## config.mk

```make
export PLATFORM = sky130hd
export DESIGN_NAME = add_share_arbiter_flat
export DESIGN_NICKNAME = d
export VERILOG_FILES = /design/src/rtl/add_share_pkg.sv /design/src/rtl/add_share_arbiter_if.sv /design/src/rtl/add.sv /design/src/rtl/rr_arbiter.sv /design/src/rtl/add_share_arbiter.sv /design/src/flat_wrapper.sv
export SDC_FILE = /design/constraint.sdc
export NUM_CORES = 1
export LEC_CHECK = 0
export CORE_MARGIN = 1
export CORE_UTILIZATION = 30
export DETAILED_ROUTE_END_ITERATION = 8
export SLEW_MARGIN = 30
export SYNTH_ARGS = -nofsm -noshare
export SYNTH_HDL_FRONTEND = slang
export SYNTH_HIERARCHICAL = 1
export SYNTH_SLANG_ARGS = --single-unit
```

## constraint.sdc

```tcl
create_clock -name clk -period 6.5 [get_ports clk]
set_input_delay 0.65 -clock clk [delete_from_list [all_inputs] [get_ports clk]]
set_output_delay 0.65 -clock clk [all_outputs]
set_load 0.005 [all_outputs]
```

## src/rtl/add_share_pkg.sv

```systemverilog
// Shared types and defaults for the shared-adder arbiter: FSM encoding,
// default widths and a small modulo-increment helper.
package add_share_pkg;

  typedef enum logic [1:0] {
    IDLE = 2'd0,
    CALC = 2'd1,
    RESP = 2'd2
  } state_e;

  localparam int DEF_DATAWIDTH = 4;
  localparam int DEF_NUM_REQ   = 4;
  localparam int DEF_ID_W      = 2;

  function automatic int wrap_inc(input int v, input int n);
    return (v + 1 >= n) ? 0 : v + 1;
  endfunction

endpackage

```

## src/rtl/add_share_arbiter_if.sv

```systemverilog
// Request/response bundle between the issuing FSMs (master) and the shared
// adder arbiter (slave).
interface add_share_arbiter_if
  import add_share_pkg::*;
#(
  parameter int DATAWIDTH = DEF_DATAWIDTH,
  parameter int NUM_REQ   = DEF_NUM_REQ,
  parameter int ID_W      = DEF_ID_W
);
  logic [NUM_REQ-1:0]           req_valid;
  logic [NUM_REQ*DATAWIDTH-1:0] req_a;
  logic [NUM_REQ*DATAWIDTH-1:0] req_b;
  logic [NUM_REQ-1:0]           req_ready;
  logic                         rsp_valid;
  logic                         rsp_ready;
  logic [DATAWIDTH-1:0]         rsp_sum;
  logic [ID_W-1:0]              rsp_id;

  modport master (
    output req_valid, req_a, req_b, rsp_ready,
    input  req_ready, rsp_valid, rsp_sum, rsp_id
  );

  modport slave (
    input  req_valid, req_a, req_b, rsp_ready,
    output req_ready, rsp_valid, rsp_sum, rsp_id
  );
endinterface

```

## src/rtl/add.sv

```systemverilog
// Combinational adder; the sum wraps modulo 2^DATAWIDTH and carry-out is dropped.
// Zero latency, no flow control.
module add #(
  parameter int DATAWIDTH = 4
) (
  input  logic [DATAWIDTH-1:0] a,
  input  logic [DATAWIDTH-1:0] b,
  output logic [DATAWIDTH-1:0] sum
);
  assign sum = a + b;
endmodule

```

## src/rtl/rr_arbiter.sv

```systemverilog
// Combinational round-robin pick: first set request at or after ptr, wrapping.
// Zero latency; grant is empty when no request is set.
module rr_arbiter #(
  parameter int NUM_REQ = 4,
  parameter int ID_W    = 2
) (
  input  logic [NUM_REQ-1:0] req,
  input  logic [ID_W-1:0]    ptr,
  output logic [NUM_REQ-1:0] gnt,
  output logic [ID_W-1:0]    idx,
  output logic               any
);
  logic [2*NUM_REQ-1:0] rot;
  int                   sel_off;
  int                   sel_abs;

  // Rotating a doubled vector puts requester ptr at bit 0, so a plain
  // lowest-set-bit search yields the round-robin winner.
  assign rot = {req, req} >> ptr;

  always_comb begin
    sel_off = 0;
    any     = 1'b0;
    for (int off = NUM_REQ - 1; off >= 0; off--) begin
      if (rot[off]) begin
        sel_off = off;
        any     = 1'b1;
      end
    end
    sel_abs = int'(ptr) + sel_off;
    if (sel_abs >= NUM_REQ) begin
      sel_abs = sel_abs - NUM_REQ;
    end
    idx = ID_W'(sel_abs);
    gnt = '0;
    for (int i = 0; i < NUM_REQ; i++) begin
      gnt[i] = any && (idx == ID_W'(i));
    end
  end
endmodule

```

## src/rtl/add_share_arbiter.sv

```systemverilog
// Round-robin sharing of one adder among NUM_REQ requesters; grant -> rsp_valid after 2 edges.
// Response held until rsp_ready; no new grant until it is accepted (min 3 cycles/op).
module add_share_arbiter
  import add_share_pkg::*;
#(
  parameter int DATAWIDTH = DEF_DATAWIDTH,
  parameter int NUM_REQ   = DEF_NUM_REQ,
  parameter int ID_W      = DEF_ID_W
) (
  input  logic                 clk,
  input  logic                 rst_n,
  add_share_arbiter_if.slave   bus,
  output logic                 busy
);
  state_e               state_q, state_d;
  logic [ID_W-1:0]      rr_ptr_q, rr_ptr_d;
  logic [DATAWIDTH-1:0] a_q, a_d;
  logic [DATAWIDTH-1:0] b_q, b_d;
  logic [ID_W-1:0]      id_q, id_d;
  logic                 rsp_valid_q, rsp_valid_d;
  logic [DATAWIDTH-1:0] rsp_sum_q, rsp_sum_d;
  logic [ID_W-1:0]      rsp_id_q, rsp_id_d;

  logic [NUM_REQ-1:0]   win_gnt;
  logic [ID_W-1:0]      win_idx;
  logic                 win_any;
  logic [DATAWIDTH-1:0] add_sum;
  logic [NUM_REQ-1:0]   req_ready;

  rr_arbiter #(
    .NUM_REQ (NUM_REQ),
    .ID_W    (ID_W)
  ) u_rr_arbiter (
    .req (bus.req_valid),
    .ptr (rr_ptr_q),
    .gnt (win_gnt),
    .idx (win_idx),
    .any (win_any)
  );

  add #(
    .DATAWIDTH (DATAWIDTH)
  ) u_add (
    .a   (a_q),
    .b   (b_q),
    .sum (add_sum)
  );

  always_comb begin
    state_d     = state_q;
    rr_ptr_d    = rr_ptr_q;
    a_d         = a_q;
    b_d         = b_q;
    id_d        = id_q;
    rsp_valid_d = rsp_valid_q;
    rsp_sum_d   = rsp_sum_q;
    rsp_id_d    = rsp_id_q;
    req_ready   = '0;

    case (state_q)
      IDLE: begin
        // Gating with rst_n keeps every ready low while reset is held.
        if (win_any && rst_n) begin
          req_ready = win_gnt;
          id_d      = win_idx;
          for (int i = 0; i < NUM_REQ; i++) begin
            if (win_idx == ID_W'(i)) begin
              a_d = bus.req_a[i*DATAWIDTH +: DATAWIDTH];
              b_d = bus.req_b[i*DATAWIDTH +: DATAWIDTH];
            end
          end
          state_d = CALC;
        end
      end
      CALC: begin
        rsp_sum_d   = add_sum;
        rsp_id_d    = id_q;
        rsp_valid_d = 1'b1;
        state_d     = RESP;
      end
      RESP: begin
        if (bus.rsp_ready) begin
          rsp_valid_d = 1'b0;
          rr_ptr_d    = ID_W'(wrap_inc(int'(rsp_id_q), NUM_REQ));
          state_d     = IDLE;
        end
      end
      default: begin
        state_d = IDLE;
      end
    endcase
  end

  always_ff @(posedge clk or negedge rst_n) begin
    if (!rst_n) begin
      state_q     <= IDLE;
      rr_ptr_q    <= '0;
      a_q         <= '0;
      b_q         <= '0;
      id_q        <= '0;
      rsp_valid_q <= 1'b0;
      rsp_sum_q   <= '0;
      rsp_id_q    <= '0;
    end else begin
      state_q     <= state_d;
      rr_ptr_q    <= rr_ptr_d;
      a_q         <= a_d;
      b_q         <= b_d;
      id_q        <= id_d;
      rsp_valid_q <= rsp_valid_d;
      rsp_sum_q   <= rsp_sum_d;
      rsp_id_q    <= rsp_id_d;
    end
  end

  assign bus.req_ready = req_ready;
  assign bus.rsp_valid = rsp_valid_q;
  assign bus.rsp_sum   = rsp_sum_q;
  assign bus.rsp_id    = rsp_id_q;
  assign busy          = (state_q != IDLE);
endmodule
```

## src/flat_wrapper.sv

```systemverilog
// flat-port wrapper written by rule: the top's interface ports become plain ports
module add_share_arbiter_flat import add_share_pkg::*;
#(
  parameter int DATAWIDTH = DEF_DATAWIDTH,
  parameter int NUM_REQ   = DEF_NUM_REQ,
  parameter int ID_W      = DEF_ID_W
)
  (clk, rst_n, busy, bus_req_valid, bus_req_a, bus_req_b, bus_rsp_ready, bus_req_ready, bus_rsp_valid, bus_rsp_sum, bus_rsp_id);
  add_share_arbiter_if #(.DATAWIDTH(DATAWIDTH), .NUM_REQ(NUM_REQ), .ID_W(ID_W)) bus_i ();
  input  logic clk;
  input  logic rst_n;
  output logic busy;
  input wire logic [$bits(bus_i.req_valid)-1:0] bus_req_valid;
  input wire logic [$bits(bus_i.req_a)-1:0] bus_req_a;
  input wire logic [$bits(bus_i.req_b)-1:0] bus_req_b;
  input wire logic [$bits(bus_i.rsp_ready)-1:0] bus_rsp_ready;
  output wire logic [$bits(bus_i.req_ready)-1:0] bus_req_ready;
  output wire logic [$bits(bus_i.rsp_valid)-1:0] bus_rsp_valid;
  output wire logic [$bits(bus_i.rsp_sum)-1:0] bus_rsp_sum;
  output wire logic [$bits(bus_i.rsp_id)-1:0] bus_rsp_id;
  assign bus_i.req_valid = bus_req_valid;
  assign bus_i.req_a = bus_req_a;
  assign bus_i.req_b = bus_req_b;
  assign bus_i.rsp_ready = bus_rsp_ready;
  assign bus_req_ready = bus_i.req_ready;
  assign bus_rsp_valid = bus_i.rsp_valid;
  assign bus_rsp_sum = bus_i.rsp_sum;
  assign bus_rsp_id = bus_i.rsp_id;
  add_share_arbiter #(.DATAWIDTH(DATAWIDTH), .NUM_REQ(NUM_REQ), .ID_W(ID_W)) u_core (.clk(clk), .rst_n(rst_n), .bus(bus_i), .busy(busy));
endmodule
```

==> results.tsv, run 1 <==
stage	metric	value	unit
run_status	status	finished clean	
layout	fillers	451	
detailed_routing	Via density	4.68	
grt	met3 GRT Util	1.10	%
yosys	Synth Cell Area	1510	µm²
grt	global routing's busiest layer	met2	
die	total die area	5330	µm²
detailed_routing	drt total wl	3040	µm
grt	initial antenna violation count	0	
power	Max IR drop VDD	0.299	mV
yosys	syn nets	162	
timing	RSZ-0062 raised after global routing	no	
flow_run	maxcap violations	0	
layout	Post-layout nets	210	
detailed_routing	via count	1082	
setup_path	CP max-delay cell	or4_2	
timing	Final min period	4.26	ns
setup_path	most frequent cell on the critical path	clkdlybuf4s50_1	
power	internal power	648	µW
grt	largest net degree at the start of global routing	23	
cts	Worst-Skew Late Latency	0.25	ns
grt	global-route met1 utilization	16.4	%
timing	skew final	0.000813	ns
cts	Resize count post-CTS	0	
timing	FMAX	235	MHz
timing	fin. max-slew vios	0	
setup_path	WP data required	5.85	ns
detailed_routing	antenna-violating nets left	0	
die	Die W	73.0	µm
cts	buffer count from post-CTS setup fixing	0	
hold_path	Hold WC Path Type	flip-flop to flip-flop	
cts	CTS tree	built	
power	Pleak	0.000857	µW
setup_path	crit path max fanout	11	
yosys	Seq cells post-synth	21	
placement	gpl congestion	0.670	
setup_path	endpoint class of the critical path	output port	
yosys	leading area contributor after synthesis	dfrtp_1	
die	Core Area	4790	µm²
detailed_routing	WL/cell	13.1	µm
cts	CTS sink count	21	
grt	met2 usage	21.3	%
power	Net Switching	359	µW
cts	Reg clk slew, reported paths	0.07	ns
yosys	top post-synthesis cells by area	dfrtp_1 (35%), mux4_2 (12%), mux2_4 (7.9%)	
cts	clock buffer depth	2	
die	site row count	25	
grt	Global Route Usage Sum	12.4	%
setup_path	Setup CP Type	input port to output port	
setup_path	CP startpoint kind	input port	
grt	first-pass GRT wire length	5040	µm
power	Gate power share	65.5	%
yosys	Syn Area/Cell	12.9	µm²
cts	H-tree levels	1	
layout	share of cells above drive strength 1	25.6	%
placement	DP Worst Slack	2.23	ns
detailed_routing	DRT Pass-1 Iters	2	
setup_path	CP peak stage delay	0.71	ns
detailed_routing	DRC errors left	0	
cts	Hold Buf Count CTS	0	
timing	Worst-Margin Slew	0.679	ns
timing	Hold Vio Cnt, Final	0	
cts	clk root buf	clkbuf_8	
layout	P&R area growth vs syn	38.2	%
timing	Fin Setup TNS	0	ns
layout	most frequent cells in the layout	clkdlybuf4s50_1 (50), dfrtp_1 (21), mux2_2 (10), mux4_2 (8), mux2_4 (8)	
power	switching part of the total	35.6	%
power	Flop pwr share	26.2	%
die	Chip Height	73.0	µm
timing	fin crit share	65.6	%
yosys	Mapped Cells	117	
detailed_routing	Iteration-0 DRC Markers	35	
yosys	sequential fraction of the synthesis area	34.7	%
layout	n_diodes	0	
placement	Final HPWL DP	2420	µm
die	Initial Utilization	31.6	%
grt	vias in the first global route	1049	
placement	Port Buf Inserts	50	
yosys	Synth Warn #	6	
timing	relative slew slack	54.3	%
yosys	Synth top area share	34.7	%
setup_path	Worst Path Arrival	3.61	ns
setup_path	CP cell instances	clkdlybuf4s50_1 > or4_2 > nand3_1 > ha_1 > nor2b_1 > nand2_1 > mux2i_1 > and2_1 > clkdlybuf4s50_1	
timing	final setup violation count	0	
power	Pwr per Cell Area	482	nW/µm²
cts	CTS Buf Count	3	
power	clock power share	8.3	%
yosys	post-synth cell types	42	
timing	Final WS setup	2.24	ns
die	Ports	51	
layout	most common cell after layout, fill and taps aside	clkdlybuf4s50_1	
grt	grt total ovfl	0	
-- routing by layer --
layer	share of wire, %	vias to the layer above
met5	0	-
met4	1.0	0
met1	44	535
li1	-	525
met2	53	20
met3	2.6	2
-- path summary, 6_finish.rpt --
path / startpoint / end / slack (ns) / cells after the start
max: bus_req_valid[0] / bus_req_ready[3] / 2.24 / 9
max reg2reg: u_core/rr_ptr_q[0]$_DFFE_PN0P_ / u_core/b_q[2]$_DFFE_PN0P_ / 3.55 / 7
max in group asynchronous: rst_n / u_core/b_q[1]$_DFFE_PN0P_ / 5.55 / 2
min reg2reg: u_core/bus.rsp_sum[0]$_DFFE_PN0P_ / u_core/bus.rsp_sum[0]$_DFFE_PN0P_ / 0.51 / 1
min: u_core/bus.rsp_sum[0]$_DFFE_PN0P_ / u_core/bus.rsp_sum[0]$_DFFE_PN0P_ / 0.51 / 1
min in group asynchronous: rst_n / u_core/bus.rsp_sum[2]$_DFFE_PN0P_ / 0.73 / 2
-- worst max-delay path: cells and delay by family --
family	cells	cell delay, ns
adder cells (fa/ha/maj)	1	0.51
buffers and inverters	2	1.03
multiplexers	1	0.15
AND/OR/NAND/NOR	5	1.28
-- registers in the layout (all words and copies together), names as in the netlist --
signal	flops
u_core/a_q	4
u_core/b_q	4
u_core/bus.rsp_sum	4
u_core/bus.rsp_id	2
u_core/id_q	2
u_core/rr_ptr_q	2
u_core/state_q	2
u_core/bus.rsp_valid	1
-- cells in the mapped netlist --
cell       count
o311ai_4       1
and3b_1        1
nor3b_1        1
nor2_1         3
nor4bb_1       1
or4_2          1
or2b_2         1
a2bb2oi_1      1
or2_2          2
nand2b_1       2
mux2_2        10
buf_2          1
mux2i_1        6
o22ai_1        1
a21boi_0       1
or4_4          1
buf_12         1
buf_4          2
xnor2_1        3
a21o_1         1
mux2_4         8
mux4_2         8
ha_1           5
and2_1         4
o221ai_1       1
o21ai_2        1
a21oi_2        1
buf_1          1
and2b_2        1
nor4_1         1
nor2b_1        2
xor2_1         3
buf_6          4
nand3_1        1
fa_1           1
nor3_1         1
nand2_1        6
inv_1          3
o21ai_0        1
dfrtp_1       21
o211ai_1       1
nand3b_1       1
-- stage by stage --
step / total power, µW / instances / hold WS, ns / utilization (%) / area (µm²)
floorplan: 771 / 117 / 0.354 / - / 1510
global placement: 911 / 226 / 0.489 / 42.4 / 2030
detailed placement: 926 / 226 / 0.498 / 42.4 / 2030
CTS: 1020 / 230 / 0.516 / 43.4 / 2080
global route: 1100 / 231 / 0.526 / 43.7 / 2090
finish: 1010 / 231 / 0.508 / 43.7 / 2090
-- cell type report --
class / instances / area [µm²] / area share [%]
Multi-Input combinational cell: 84 / 910 / 43.5
Sequential cell: 21 / 526 / 25.1
Timing Repair Buffer: 52 / 515 / 24.7
Tap cell: 67 / 83.8 / 4.01
Clock buffer: 4 / 45.0 / 2.15
Inverter: 3 / 11.3 / 0.539
-- kinds of logic after synthesis --
kind of cell               share of synthesized area (%)
buffers and inverters                               6.62
xor gates and xnor gates                            3.47
AOI/OAI and AO/OA                                   6.29
DFF                                                 34.7
muxes                                               31.3
and+or+nand+nor                                     12.2
adders and majority gates                           5.46
-- power groups by stage --
stage | registers [µW] | logic, µW | clock network [µW]
CTS | 266 | 663 | 86.3
global placement | 262 | 649 | 0
floorplan | 243 | 528 | 0
finish | 264 | 660 | 83.4
global route | 276 | 727 | 95.1
detailed placement | 269 | 658 | 0
Note: power is estimated with default switching activity, not from simulation.
==> inputs of run 2 (changes only) <==
clock period = 3.55 ns   (was 6.5 ns; I/O delays follow)
==> run 2 against run 1 <==
Net effect: worst setup slack got worse by 1.9 ns; power increased by 86%; wire length grew 2.0%.
==> results.tsv, run 2 (synthesized netlist as in run 1, its figures left out) <==
stage	metric	value	unit	change
run_status	status	finished clean		
cts	clock buffer depth	2		unchanged
cts	CTS tree	built		
power	Pwr per Cell Area	877	nW/µm²	+82%
layout	most frequent cells in the layout	clkdlybuf4s50_1 (50), dfrtp_1 (21), mux2_2 (10)		
layout	most common cell after layout, fill and taps aside	clkdlybuf4s50_1		
power	Net Switching	665	µW	+85%
layout	final instance area	2140	µm²	+2.2%
cts	Reg clk slew, reported paths	0.07	ns	about the same
cts	CTS sink count	21		unchanged
power	Pleak	0.000886	µW	+3.4%
grt	initial antenna violation count	0		unchanged
timing	final setup violation count	0		unchanged
cts	clk root buf	clkbuf_8		
detailed_routing	drt total wl	3100	µm	+2.0%
setup_path	crit path max fanout	12		+1
setup_path	endpoint class of the critical path	output port		
setup_path	CP peak stage delay	0.68	ns	-0.03 ns
detailed_routing	antenna-violating nets left	0		unchanged
grt	Global Route Usage Sum	12.3	%	-0.044 points
setup_path	CP cell instances	or4_2 > nand3_1 > ha_1 > xnor2_1 > nand2_1 > mux2i_1 > and2_1 > clkdlybuf4s50_1		
setup_path	reg2reg start	u_core/rr_ptr_q[0]$_DFFE_PN0P_		
timing	fin crit share	90.6	%	
timing	skew final	0.00242	ns	+0.00160 ns
setup_path	CP Buf/Inv Count	1		-1
die	Ports	51		unchanged
timing	Fin Setup TNS	0	ns	unchanged
setup_path	cell depth of the worst setup path	8		-1
timing	RSZ-0062 raised after global routing	no		
setup_path	CP max-delay cell	or4_2		
power	internal power	1210	µW	+86%
timing	fin. max-slew vios	0		unchanged
power	Gate power share	65.7	%	+0.2 points
placement	Post-Place Cell Area	2080	µm²	+2.6%
die	Die W	73.0	µm	unchanged
hold_path	Hold WC Path Type	input port to async pin		
cts	H-tree levels	1		unchanged
cts	Resize count post-CTS	0		unchanged
placement	gpl congestion	0.696		+3.9%
die	total die area	5330	µm²	unchanged
cts	Hold Buf Count CTS	0		unchanged
timing	Worst-Margin Slew	0.606	ns	-0.0732 ns
grt	first-pass GRT wire length	5100	µm	+1.2%
die	Chip Height	73.0	µm	unchanged
timing	Final min period	3.22	ns	
die	site row count	25		unchanged
flow_run	maxcap violations	0		unchanged
detailed_routing	DRT Pass-1 Iters	4		+2
layout	share of cells above drive strength 1	28.2	%	+2.6 points
cts	buffer count from post-CTS setup fixing	0		unchanged
grt	grt total ovfl	0		unchanged
timing	relative slew slack	59.4	%	+5.1 points
layout	final cell count without fillers	237		+2.6%
layout	P&R area growth vs syn	41.2	%	
placement	Port Buf Inserts	50		unchanged
detailed_routing	DRC errors left	0		unchanged
layout	n_diodes	0		unchanged
placement	Final HPWL DP	2560	µm	+5.9%
detailed_routing	via count	1096		+1.3%
timing	Hold Vio Cnt, Final	0		unchanged
detailed_routing	Iteration-0 DRC Markers	18		-49%
placement	placed cells	233		+3.1%
die	Core Area	4790	µm²	unchanged
setup_path	R2R depth	7		unchanged
grt	vias in the first global route	1080		+3.0%
die	Initial Utilization	31.6	%	unchanged
power	switching part of the total	35.5	%	-0.11 points
power	clock power share	8.2	%	about the same
setup_path	Crit path max-delay family	simple AND/OR/NAND/NOR gates		
detailed_routing	Via density	4.62		-1.3%
cts	Worst-Skew Late Latency	0.26	ns	about the same
setup_path	crit path from	u_core/rr_ptr_q[0]$_DFFE_PN0P_		
detailed_routing	WL/cell	13.1	µm	-0.61%
setup_path	Setup CP Type	flip-flop to output port		
timing	FMAX	311	MHz	
setup_path	CP startpoint kind	flip-flop		
power	Flop pwr share	26.1	%	about the same
setup_path	Worst Path Arrival	2.86	ns	-0.75 ns
layout	Post-layout nets	216		+2.9%
grt	largest net degree at the start of global routing	22		-4.3%
cts	CTS Buf Count	3		unchanged
power	Max IR drop VDD	0.526	mV	+76%
setup_path	WP data required	3.19	ns	-2.66 ns
run 2: cell count changes in the layout (fill, tap and decap cells not counted), sizes merged:
cell,previous run,this run
buf,2,8
run 2: final timing paths:
check	end	slack, ns
max reg2reg	u_core/b_q[0]$_DFFE_PN0P_	0.61
max in group asynchronous	u_core/bus.rsp_id[1]$_DFFE_PN0P_	2.84
min in group clk	u_core/bus.rsp_sum[0]$_DFFE_PN0P_	0.51
max	bus_req_ready[3]	0.33
min reg2reg	u_core/bus.rsp_sum[0]$_DFFE_PN0P_	0.51
min	u_core/bus.rsp_sum[0]$_DFFE_PN0P_	0.50
run 2: layout make-up:
cell class	count	area, µm²
sequential	21	526
tap	67	83.8
multi-input combinational	84	910
timing repair buffer	58	561
inverter	3	11.3
clock buffer	4	45.0
fill	449	2650
run 2: power by group through the flow:
| stage | Sequential, µW | Clock (µW) | Combinational [µW] |
|---|---|---|---|
| final | 488 | 154 | 1230 |
| after global placement | 489 | 0 | 1190 |
| after detailed placement | 494 | 0 | 1230 |
| after CTS | 491 | 161 | 1230 |
| after floorplan | 445 | 0 | 967 |
| after global routing | 514 | 173 | 1350 |
run 2: through the flow:
stage	hold slack (ns)	total power (µW)	utilization, %	worst slack [ns]
floorplan	0.0594	1410	-	0.809
global placement	0.490	1670	43.2	0.112
finish	0.496	1870	44.6	0.334
CTS	0.510	1890	44.5	0.305
global route	0.528	2030	44.6	0.131
detailed placement	0.497	1720	43.5	0.0293
run 2: routing by layer:
metal / wire length [µm] / global-route usage, % / vias to the layer above / part of all wire [%]
met1: 1380 / 16.4 / 530 / 44
li1: - / - / 536 / -
met4: 42 / 4.58 / 0 / 1.4
met2: 1590 / 20.9 / 25 / 51
met3: 89 / 0.967 / 5 / 2.9
met5: 0 / 0 / - / 0
